<file path="src/rtl/usram_arb_if.sv">
// Requester-side bus for the unified SRAM arbiter.
// One instance per requester (SoC, accelerator). The requester drives the
// request fields through the master modport. The arbiter returns the grant
// and the read response through the slave modport.
interface usram_arb_if #(
  parameter int AW = 32,
  parameter int DW = 64
);
  logic          req;
  logic          we;
  logic [AW-1:0] addr;
  logic [DW-1:0] wdata;
  logic          gnt;
  logic          rvalid;
  logic [DW-1:0] rdata;

  modport master (
    output req, we, addr, wdata,
    input  gnt, rvalid, rdata
  );

  modport slave (
    input  req, we, addr, wdata,
    output gnt, rvalid, rdata
  );
endinterface

</file>
<file path="src/rtl/usram_arb.sv">
// usram_arb: arbiter for the single-port unified SRAM, shared by the SoC and
// the MHSA accelerator.
//
// The SRAM performs one access per cycle. Read data comes back the cycle
// after the grant. While acc_busy is high the SoC is locked out, so a
// CSR-driven load cannot overwrite live accelerator data.
//
// Optional build macro USRAM_ARB_RR_EN:
//   defined   - round-robin between the two requesters in OPEN.
//   undefined - fixed priority; the accelerator always wins in OPEN.
//
// state   | meaning
// OPEN    | both requesters eligible
// LOCK    | accelerator running; only the accelerator can be granted
module usram_arb #(
  parameter  int AW    = 32,
  parameter  int DW    = 64,
  parameter  int DEPTH = 4096,
  localparam int IW    = $clog2(DEPTH),
  localparam int OFF   = $clog2(DW/8)
) (
  input  logic          i_clk,
  input  logic          i_rst,
  usram_arb_if.slave    soc,
  usram_arb_if.slave    acc,
  input  logic          i_acc_busy,
  output logic          o_sram_en,
  output logic          o_sram_we,
  output logic [IW-1:0] o_sram_addr,
  output logic [DW-1:0] o_sram_wdata,
  input  logic [DW-1:0] i_sram_rdata,
  output logic          o_err_oob
);

  typedef enum logic {ST_OPEN = 1'b0, ST_LOCK = 1'b1} state_t;

  localparam logic [AW-1:0] DEPTH_W = AW'(DEPTH);

  state_t        r_state;
  logic          r_rd_pend;
  logic          r_owner_acc;
  logic          r_rd_oob;
  logic [DW-1:0] r_soc_rdata;
  logic [DW-1:0] r_acc_rdata;
`ifdef USRAM_ARB_RR_EN
  logic          r_rr_last_acc;
`endif

  logic          w_soc_win;
  logic          w_acc_win;
  logic          w_any;
  logic          w_we;
  logic          w_oob;
  logic [AW-1:0] w_soc_idx;
  logic [AW-1:0] w_acc_idx;
  logic [AW-1:0] w_idx;
  logic [DW-1:0] w_wdata;
  logic [DW-1:0] w_resp_data;
  logic          w_soc_rvalid;
  logic          w_acc_rvalid;

  // The full word index is kept so that address bits above IW still flag out-of-range.
  assign w_soc_idx = soc.addr >> OFF;
  assign w_acc_idx = acc.addr >> OFF;

  // Pick the winner from the current state and the requests. Nothing is granted during reset.
  always_comb begin
    w_soc_win = 1'b0;
    w_acc_win = 1'b0;
    if (!i_rst) begin
      if (r_state == ST_LOCK) begin
        w_acc_win = acc.req;
      end else if (acc.req && soc.req) begin
`ifdef USRAM_ARB_RR_EN
        w_acc_win = !r_rr_last_acc;
        w_soc_win = r_rr_last_acc;
`else
        w_acc_win = 1'b1;
`endif
      end else begin
        w_acc_win = acc.req;
        w_soc_win = soc.req;
      end
    end
  end

  // Steer the winner's access onto the SRAM. An out-of-range access is granted but never enabled.
  always_comb begin
    w_any   = w_soc_win | w_acc_win;
    w_we    = 1'b0;
    w_idx   = '0;
    w_wdata = '0;
    if (w_acc_win) begin
      w_we    = acc.we;
      w_idx   = w_acc_idx;
      w_wdata = acc.wdata;
    end else if (w_soc_win) begin
      w_we    = soc.we;
      w_idx   = w_soc_idx;
      w_wdata = soc.wdata;
    end
    w_oob        = w_any && (w_idx >= DEPTH_W);
    o_sram_en    = w_any && !w_oob;
    o_sram_we    = o_sram_en && w_we;
    o_sram_addr  = w_idx[IW-1:0];
    o_sram_wdata = w_wdata;
    o_err_oob    = w_oob;
  end

  assign soc.gnt = w_soc_win;
  assign acc.gnt = w_acc_win;

  // The read response appears one cycle after the grant. The requester that
  // does not own the response keeps showing its previous rdata.
  assign w_resp_data  = r_rd_oob ? '0 : i_sram_rdata;
  assign w_soc_rvalid = !i_rst && r_rd_pend && !r_owner_acc;
  assign w_acc_rvalid = !i_rst && r_rd_pend &&  r_owner_acc;
  assign soc.rvalid   = w_soc_rvalid;
  assign acc.rvalid   = w_acc_rvalid;
  assign soc.rdata    = i_rst ? '0 : (w_soc_rvalid ? w_resp_data : r_soc_rdata);
  assign acc.rdata    = i_rst ? '0 : (w_acc_rvalid ? w_resp_data : r_acc_rdata);

  // Move between OPEN and LOCK, following acc_busy.
  always_ff @(posedge i_clk) begin
    if (i_rst) begin
      r_state <= ST_OPEN;
    end else begin
      case (r_state)
        ST_OPEN: if (i_acc_busy)  r_state <= ST_LOCK;
        ST_LOCK: if (!i_acc_busy) r_state <= ST_OPEN;
        default: r_state <= ST_OPEN;
      endcase
    end
  end

  // Record the owner of a pending read, and hold the last delivered data for each requester.
  always_ff @(posedge i_clk) begin
    if (i_rst) begin
      r_rd_pend   <= 1'b0;
      r_owner_acc <= 1'b0;
      r_rd_oob    <= 1'b0;
      r_soc_rdata <= '0;
      r_acc_rdata <= '0;
    end else begin
      r_rd_pend   <= w_any && !w_we;
      r_owner_acc <= w_acc_win;
      r_rd_oob    <= w_oob;
      if (w_soc_rvalid) r_soc_rdata <= w_resp_data;
      if (w_acc_rvalid) r_acc_rdata <= w_resp_data;
    end
  end

`ifdef USRAM_ARB_RR_EN
  // Remember who was granted last, so the other requester wins the next tie.
  always_ff @(posedge i_clk) begin
    if (i_rst) begin
      r_rr_last_acc <= 1'b0;
    end else if (w_any) begin
      r_rr_last_acc <= w_acc_win;
    end
  end
`endif

endmodule

</file>
<file path="src/flat_wrapper.sv">
// flat-port wrapper written by rule: the top's interface ports become plain ports
module usram_arb_flat 
#(
  parameter  int AW    = 32,
  parameter  int DW    = 64,
  parameter  int DEPTH = 4096,
  localparam int IW    = $clog2(DEPTH),
  localparam int OFF   = $clog2(DW/8)
)
  (i_clk, i_rst, i_acc_busy, o_sram_en, o_sram_we, o_sram_addr, o_sram_wdata, i_sram_rdata, o_err_oob, soc_req, soc_we, soc_addr, soc_wdata, soc_gnt, soc_rvalid, soc_rdata, acc_req, acc_we, acc_addr, acc_wdata, acc_gnt, acc_rvalid, acc_rdata);
  usram_arb_if #(.AW(AW), .DW(DW)) soc_i ();
  usram_arb_if #(.AW(AW), .DW(DW)) acc_i ();
  input  logic i_clk;
  input  logic i_rst;
  input  logic i_acc_busy;
  output logic o_sram_en;
  output logic o_sram_we;
  output logic [IW-1:0] o_sram_addr;
  output logic [DW-1:0] o_sram_wdata;
  input  logic [DW-1:0] i_sram_rdata;
  output logic o_err_oob;
  input wire logic [$bits(soc_i.req)-1:0] soc_req;
  input wire logic [$bits(soc_i.we)-1:0] soc_we;
  input wire logic [$bits(soc_i.addr)-1:0] soc_addr;
  input wire logic [$bits(soc_i.wdata)-1:0] soc_wdata;
  output wire logic [$bits(soc_i.gnt)-1:0] soc_gnt;
  output wire logic [$bits(soc_i.rvalid)-1:0] soc_rvalid;
  output wire logic [$bits(soc_i.rdata)-1:0] soc_rdata;
  input wire logic [$bits(acc_i.req)-1:0] acc_req;
  input wire logic [$bits(acc_i.we)-1:0] acc_we;
  input wire logic [$bits(acc_i.addr)-1:0] acc_addr;
  input wire logic [$bits(acc_i.wdata)-1:0] acc_wdata;
  output wire logic [$bits(acc_i.gnt)-1:0] acc_gnt;
  output wire logic [$bits(acc_i.rvalid)-1:0] acc_rvalid;
  output wire logic [$bits(acc_i.rdata)-1:0] acc_rdata;
  assign soc_i.req = soc_req;
  assign soc_i.we = soc_we;
  assign soc_i.addr = soc_addr;
  assign soc_i.wdata = soc_wdata;
  assign soc_gnt = soc_i.gnt;
  assign soc_rvalid = soc_i.rvalid;
  assign soc_rdata = soc_i.rdata;
  assign acc_i.req = acc_req;
  assign acc_i.we = acc_we;
  assign acc_i.addr = acc_addr;
  assign acc_i.wdata = acc_wdata;
  assign acc_gnt = acc_i.gnt;
  assign acc_rvalid = acc_i.rvalid;
  assign acc_rdata = acc_i.rdata;
  usram_arb #(.AW(AW), .DW(DW), .DEPTH(DEPTH)) u_core (.i_clk(i_clk), .i_rst(i_rst), .soc(soc_i), .acc(acc_i), .i_acc_busy(i_acc_busy), .o_sram_en(o_sram_en), .o_sram_we(o_sram_we), .o_sram_addr(o_sram_addr), .o_sram_wdata(o_sram_wdata), .i_sram_rdata(i_sram_rdata), .o_err_oob(o_err_oob));
endmodule
</file>
<file path="config.mk">
export PLATFORM = sky130hd
export DESIGN_NAME = usram_arb_flat
export DESIGN_NICKNAME = d
export VERILOG_FILES = /design/src/rtl/usram_arb_if.sv /design/src/rtl/usram_arb.sv /design/src/flat_wrapper.sv
export SDC_FILE = /design/constraint.sdc
export NUM_CORES = 1
export LEC_CHECK = 0
export ABC_CLOCK_PERIOD_IN_PS = 1900
export CAP_MARGIN = 10
export CORE_AREA = 5 5 182 184
export DETAILED_ROUTE_END_ITERATION = 10
export DIE_AREA = 0 0 187 189
export PLACE_DENSITY_LB_ADDON = 0.08
export SYNTH_ARGS = -nofsm -noshare
export SYNTH_HDL_FRONTEND = slang
export SYNTH_SLANG_ARGS = --single-unit
</file>
<file path="constraint.sdc">
create_clock -name i_clk -period 1.9 [get_ports i_clk]
set_clock_uncertainty 0.1 [all_clocks]
set_input_delay 0.38 -clock i_clk [delete_from_list [all_inputs] [get_ports i_clk]]
set_output_delay 0.38 -clock i_clk [all_outputs]
set_load 0.005 [all_outputs]
</file>
==> results.toml, run 1 <==
[floorplanning]
start_util = 0.204
fp-row-count = 65
ios = 474
die_y_um = 189
die_area_mm2 = 0.0353
die_w_um = 187
core_area_mm2 = 0.0312

[timing]
maxSlewHeadroom = 0.752
tightest_slew_ns = 0.373
layout_setup_ws_ns = -0.601
setup_viol = 210
rsz0062_at_grt = "true"
fin_crit_sh = 1.32
max_clock_freq_ghz = 0.400
fin_hold_ws_ns = 0.181
slew_violations = 0
min_period_ns = 2.50
hold_viol_final = 0

[global_route]
grt_max_degree = 77
grt_pass1_vias = 7764
antenna_found_initial = 6
grt_usage = 0.199
grt_first_pass_wirelength_um = 52400
grt_overflow = 0

[hold_path]
min-delay-path-class = "in2reg"

[pwr]
power_mw = 8.29
ir_drop_mv = 0.551
power_density_mw_per_mm2 = 559
leakagePower_nw = 6.73

[yosys]
synth_edf_count = 0
synth_common_cells = "132 x dfxtp_1, 79 x nand3b_1, 74 x a22o_1, 66 x nand2b_1, 59 x o21ai_0"
synthArstFlopShare = 0
syn_area_mm2 = 0.00636
synth_cell_types = 31
synthFlopType = "dfxtp_1"
yosysTopAreaCellShare = 0.415
ys_seq_area_frac = 0.415
synth_area_leaders = "dfxtp_1 42%, a22o_1 10%, nand3b_1 9.3%, nand3b_2 8.8%, o21ai_2 6.9%"
avgSynthCellArea_um2 = 10.1
ys_seq_elements = 132
synth_top_area_cell = "dfxtp_1"
postSynthCellCount = 628
yosysWarnings = 0
synth_most_common_cell = "dfxtp_1"
syn-num-nets = 891

[critical_path]
critPathArrivalTime_ns = 2.02
path_class = "reg2out"
cp.required_ns = 1.42
end_kind = "output port"
critPathLaunchType = "register"
critPathMaxFanout = 7

[clock_tree]
cts_inserted_buffers = 17
clk_latency_ns = 0.42
hold_buffers = 0
cts_max_level = 4
cts_tree = "yes"
clockBufferDepth = 2
cts.sinks = 132
clk_pin_slew_ns = 0.07
cts_root_buf = "clkbuf_16"

[drt]
drtPass1Iterations = 5
vias = 7662
first_iter_violations = 280
drc_errors = 0
wire_per_inst_um = 23.0
detail-route-antenna-nets = 0
routed_wl_um = 39200
avgViaCountPerCell = 4.49

[finish]
fin_nets = 1551
final_util = 0.475
multi_input_area_mm2 = 0.00430
drive_above_1_share = 0.529
syn2layout_area_growth_pct = 133
num-fill-cells = 3029
seqCellArea_mm2 = 0.00265
design_area_mm2 = 0.0148

[place]
place_hpwl_um = 27000
pre_cts_ws_ns = -1.15
portBuffers = 467
place_area_mm2 = 0.0118
gp_congestion = 0.944

[outcome]
outcome = "finished with violations"
violations = "setup timing"

[flow_run]
cap_violations = 0
power breakdown:
| part | switching [mW] | internal [mW] |
|---|---|---|
| logic | 0.834 | 1.29 |
| clock network | 1.40 | 1.87 |
| registers | 0.0427 | 2.85 |
area by class of cell:
cell class,instances,share of cell area
Antenna cell,3,0.000506
Tap cell,402,0.0339
Sequential cell,132,0.179
Multi-Input combinational cell,429,0.290
Clock buffer,18,0.0296
Clock inverter,14,0.00936
Timing Repair Buffer,706,0.457
Inverter,2,0.000506
metrics by stage:
stage | setup TNS [ns] | std cells
after global placement | -150.93 | 1499
final | -82.74 | 1706
after global routing | -99.05 | 1704
after CTS | -116.58 | 1652
after detailed placement | -151.90 | 1499
after floorplan | 0 | 628
final timing paths:
| kind | startpoint | cells after the start | slack (ns) | endpoint |
|---|---|---|---|---|
| min reg2reg | u_core.r_soc_rdata[45] | 2 | 0.37 | u_core.r_soc_rdata[45] |
| max | u_core.r_rd_pend | 7 | -0.60 | soc_rdata[3] |
| max reg2reg | u_core.r_owner_acc | 12 | -0.35 | u_core.r_soc_rdata[22] |
| min | i_rst | 2 | 0.18 | u_core.r_owner_acc |
worst max-delay path, cell delays in order, from the launching register on:
cell and delay [ns]:
dfxtp_4 0.36, or3b_4 0.50, buf_16 0.19, buf_6 0.11, buf_6 0.11, nand3b_1 0.12
o21ai_4 0.08, buf_6 0.12
per-layer routing:
| metal | global-route usage | routed length [um] | vias to the layer above |
|---|---|---|---|
| met1 | 0.241 | 16100 | 3680 |
| li1 | - | - | 3644 |
| met4 | 0.0330 | 536 | 8 |
| met5 | 0 | 55 | - |
| met2 | 0.351 | 19700 | 296 |
| met3 | 0.0660 | 2750 | 34 |
cell usage in the layout (no fill, tap or decap), types with 16 or more instances in the layout:
cell / instances
nand3b_2: 16
nand3b_4: 34
buf_6: 115
nand3b_1: 79
clkbuf_16: 30
o21ai_2: 82
clkdlybuf4s50_1: 241
buf_2: 169
a22o_1: 70
buf_4: 88
nand2b_1: 63
buf_12: 24
dfxtp_1: 128
o21ai_4: 38
buf_8: 19
cells by family (layout without fill, tap and decap cells):
logic type,after synthesis,count (layout),synth area share
and+or+nand+nor,219,221,0.277
AOI/OAI and AO/OA,205,205,0.237
DFF,132,132,0.415
buffers and inverters,69,740,0.0659
muxes,3,3,0.00472
other,0,3,0
sequential cells by signal (all words and copies together), names as in the netlist:
register / count
u_core.r_acc_rdata: 64
u_core.r_owner_acc: 1
u_core.r_rd_oob: 1
u_core.r_rd_pend: 1
u_core.r_soc_rdata: 64
u_core.r_state: 1
repair_timing:
action                                  CTS  global route
cloned                                   13            14
buffers inserted                        109            91
pin swaps                                53           104
resized for setup                       756           494
endpoints found under the setup margin  211           221
Note: power is estimated with default switching activity, not from simulation.
==> inputs of run 2 (changes only) <==
- ABC_AREA: default -> 1
- CORE_AREA: 5 5 182 184 -> 5 5 180 182
- DIE_AREA: 0 0 187 189 -> 0 0 185 187
==> run 2 against run 1 <==
  * The flow still finishes with violations (setup timing)
  * Clock power increased by 2%
  * First-iteration DRC count decreased by 7.5%
  * Sequential cell count unchanged
  * Non-clock buffer count decreased by 31
  * Maximum frequency increased by 7.7%
  * Critical path type unchanged
  * Sequential power about the same
  * Die area decreased by 2.1%
  * Area after synthesis decreased by 8.0%
==> results.toml, run 2 <==
[global_route]
grt_first_pass_wirelength_um = 55500
grt_max_degree = 38
grt_overflow = 0
grt_usage = 0.215
grt_busiest_layer = "met2"
grt_pass1_vias = 8292
antenna_found_initial = 6
grtUsageMet3 = 0.0587
grtUsageMet1 = 0.235
grt_use_met2 = 0.404

[yosys]
synth_top_area_cell = "dfxtp_1"
synth_edf_count = 0
yosysWarnings = 0
synth_area_leaders = "dfxtp_1 45%, nand3_1 11%, a22o_1 11%, o21ai_2 9.7%, nand2_1 5.7%"
ys_seq_elements = 132
synth_cell_types = 23
syn-num-nets = 933
synth_common_cells = "133 x nand3_1, 132 x dfxtp_1, 89 x nand2_1, 73 x a22o_1, 65 x o21ai_2"
synthFlopType = "dfxtp_1"
synthArstFlopShare = 0
synth_most_common_cell = "nand3_1"
yosysTopAreaCellShare = 0.452
avgSynthCellArea_um2 = 8.73
syn_area_mm2 = 0.00585
postSynthCellCount = 670
ys_seq_area_frac = 0.452

[timing]
setup_viol = 209
maxSlewHeadroom = 0.807
tightest_slew_ns = 0.289
slew_violations = 0
hold_viol_final = 0
min_period_ns = 2.32
rsz0062_at_grt = "true"
layout_setup_ws_ns = -0.422
max_clock_freq_ghz = 0.431
fin_crit_sh = 1.22
fin_hold_ws_ns = 0.187

[clock_tree]
hold_buffers = 0
cts_max_level = 4
cts_tree = "yes"
cts_inserted_buffers = 17
clk_pin_slew_ns = 0.06
clk_latency_ns = 0.41
clockBufferDepth = 2
cts_root_buf = "clkbuf_16"
cts.sinks = 132

[place]
gp_congestion = 0.848
place_hpwl_um = 26600
place_area_mm2 = 0.0112
portBuffers = 467

[critical_path]
cp_num_buf_inv = 6
critPathMaxFanout = 7
path_class = "reg2out"
critPathLaunchType = "register"
cp.required_ns = 1.42
critPathArrivalTime_ns = 1.84
cpMaxStageDelayCell = "dfxtp_2"
crit_family = "buffers and inverters"
end_kind = "output port"
path_cells = "inv_4 -> nor3_4 -> bufinv_8 -> buf_12 -> buf_8 -> buf_16 -> o21ai_2 -> buf_2"
rrSetupSlack_ns = 0.07
slowest_delay_ns = 0.34

[drt]
avgViaCountPerCell = 4.51
wire_per_inst_um = 22.9
detail-route-antenna-nets = 0
routed_wl_um = 39300
drtPass1Iterations = 4
first_iter_violations = 259
drc_errors = 0
vias = 7736

[floorplanning]
start_util = 0.192
die_y_um = 187
die_area_mm2 = 0.0346
core_area_mm2 = 0.0304
ios = 474
die_w_um = 185
fp-row-count = 64

[pwr]
power_density_mw_per_mm2 = 561
ir_drop_mv = 0.593
leakagePower_nw = 6.23
power_mw = 8.40

[hold_path]
min-delay-path-class = "in2reg"

[finish]
drive_above_1_share = 0.547
num-fill-cells = 2873
final_common_cell = "clkdlybuf4s50_1"
layout_common_cells = "253 x clkdlybuf4s50_1, 172 x buf_2, 129 x dfxtp_1, 88 x buf_6, 84 x nand2_1"
multi_input_area_mm2 = 0.00439
fin_nets = 1563
syn2layout_area_growth_pct = 156
top_regs = "u_core.r_acc_rdata x64, u_core.r_soc_rdata x64"
final_util = 0.492
design_area_mm2 = 0.0150
seqCellArea_mm2 = 0.00265

[outcome]
violations = "setup timing"
outcome = "finished with violations"

[flow_run]
cap_violations = 0
## run 2: cell type report
class                      instances  area share
antenna                            7     0.00117
sequential                       132       0.177
tap                              396      0.0331
timing repair buffer             675       0.449
multi-input combinational        457       0.293
timing repair inverter             1     0.00109
inverter                          16     0.00627
clock buffer                      17      0.0284
clock inverter                    15      0.0110
## run 2: worst register-to-register path: stages (launching register included)
cell	delay, ns
dfxtp_2	0.34
inv_4	0.04
nor2_4	0.15
nand2_8	0.10
buf_12	0.15
buf_8	0.16
nand3_1	0.13
o21ai_4	0.08
buf_4	0.13
buf_4	0.12
buf_4	0.12
buf_4	0.12
## run 2: cells by family (layout without fill, tap and decap cells)
| kind of cell | count (synthesis) | count (layout) | synth area share |
|---|---|---|---|
| AOI/OAI and AO/OA | 204 | 204 | 0.263 |
| other | 0 | 7 | 0 |
| buffers and inverters | 81 | 724 | 0.0855 |
| and+or+nand+nor | 253 | 253 | 0.200 |
| DFF | 132 | 132 | 0.452 |
## run 2: metrics by stage
stage | std cells | TNS, ns | setup slack (ns)
after floorplan | 670 | 0 | 0.217
after global placement | 1523 | -189.34 | -0.972
after detailed placement | 1523 | -193.38 | -0.989
after CTS | 1697 | -79.33 | -0.661
after global routing | 1714 | -77.12 | -0.493
final | 1716 | -60.51 | -0.422
## run 2: final timing paths
kind / from / end / depth (start not counted)
max: u_core.r_rd_pend / soc_rdata[23] / 8
min: i_rst / u_core.r_state / 3
max reg2reg: u_core.r_rd_pend / u_core.r_acc_rdata[39] / 11
min reg2reg: u_core.r_acc_rdata[61] / u_core.r_acc_rdata[61] / 2
## run 2: metal layers
metal,up-vias,share of wire
met5,-,0
met4,0,0.021
met3,40,0.067
met2,299,0.55
met1,3725,0.36
li1,3672,-
## run 2: timing repair
item,CTS,global route
resized for setup,1214,236
pin swaps,75,57
endpoints found under the setup margin,211,210
buffers inserted,115,41
cloned,28,2
hold endpoints to repair,0,0
## run 2: power breakdown
group	switching, mW	internal (mW)	leakage, nW	total [mW]
registers	0.0374	2.84	1.07	2.88
logic	0.953	1.22	4.87	2.17
clock network	1.48	1.87	0.289	3.35
total	2.47	5.93	6.23	8.40
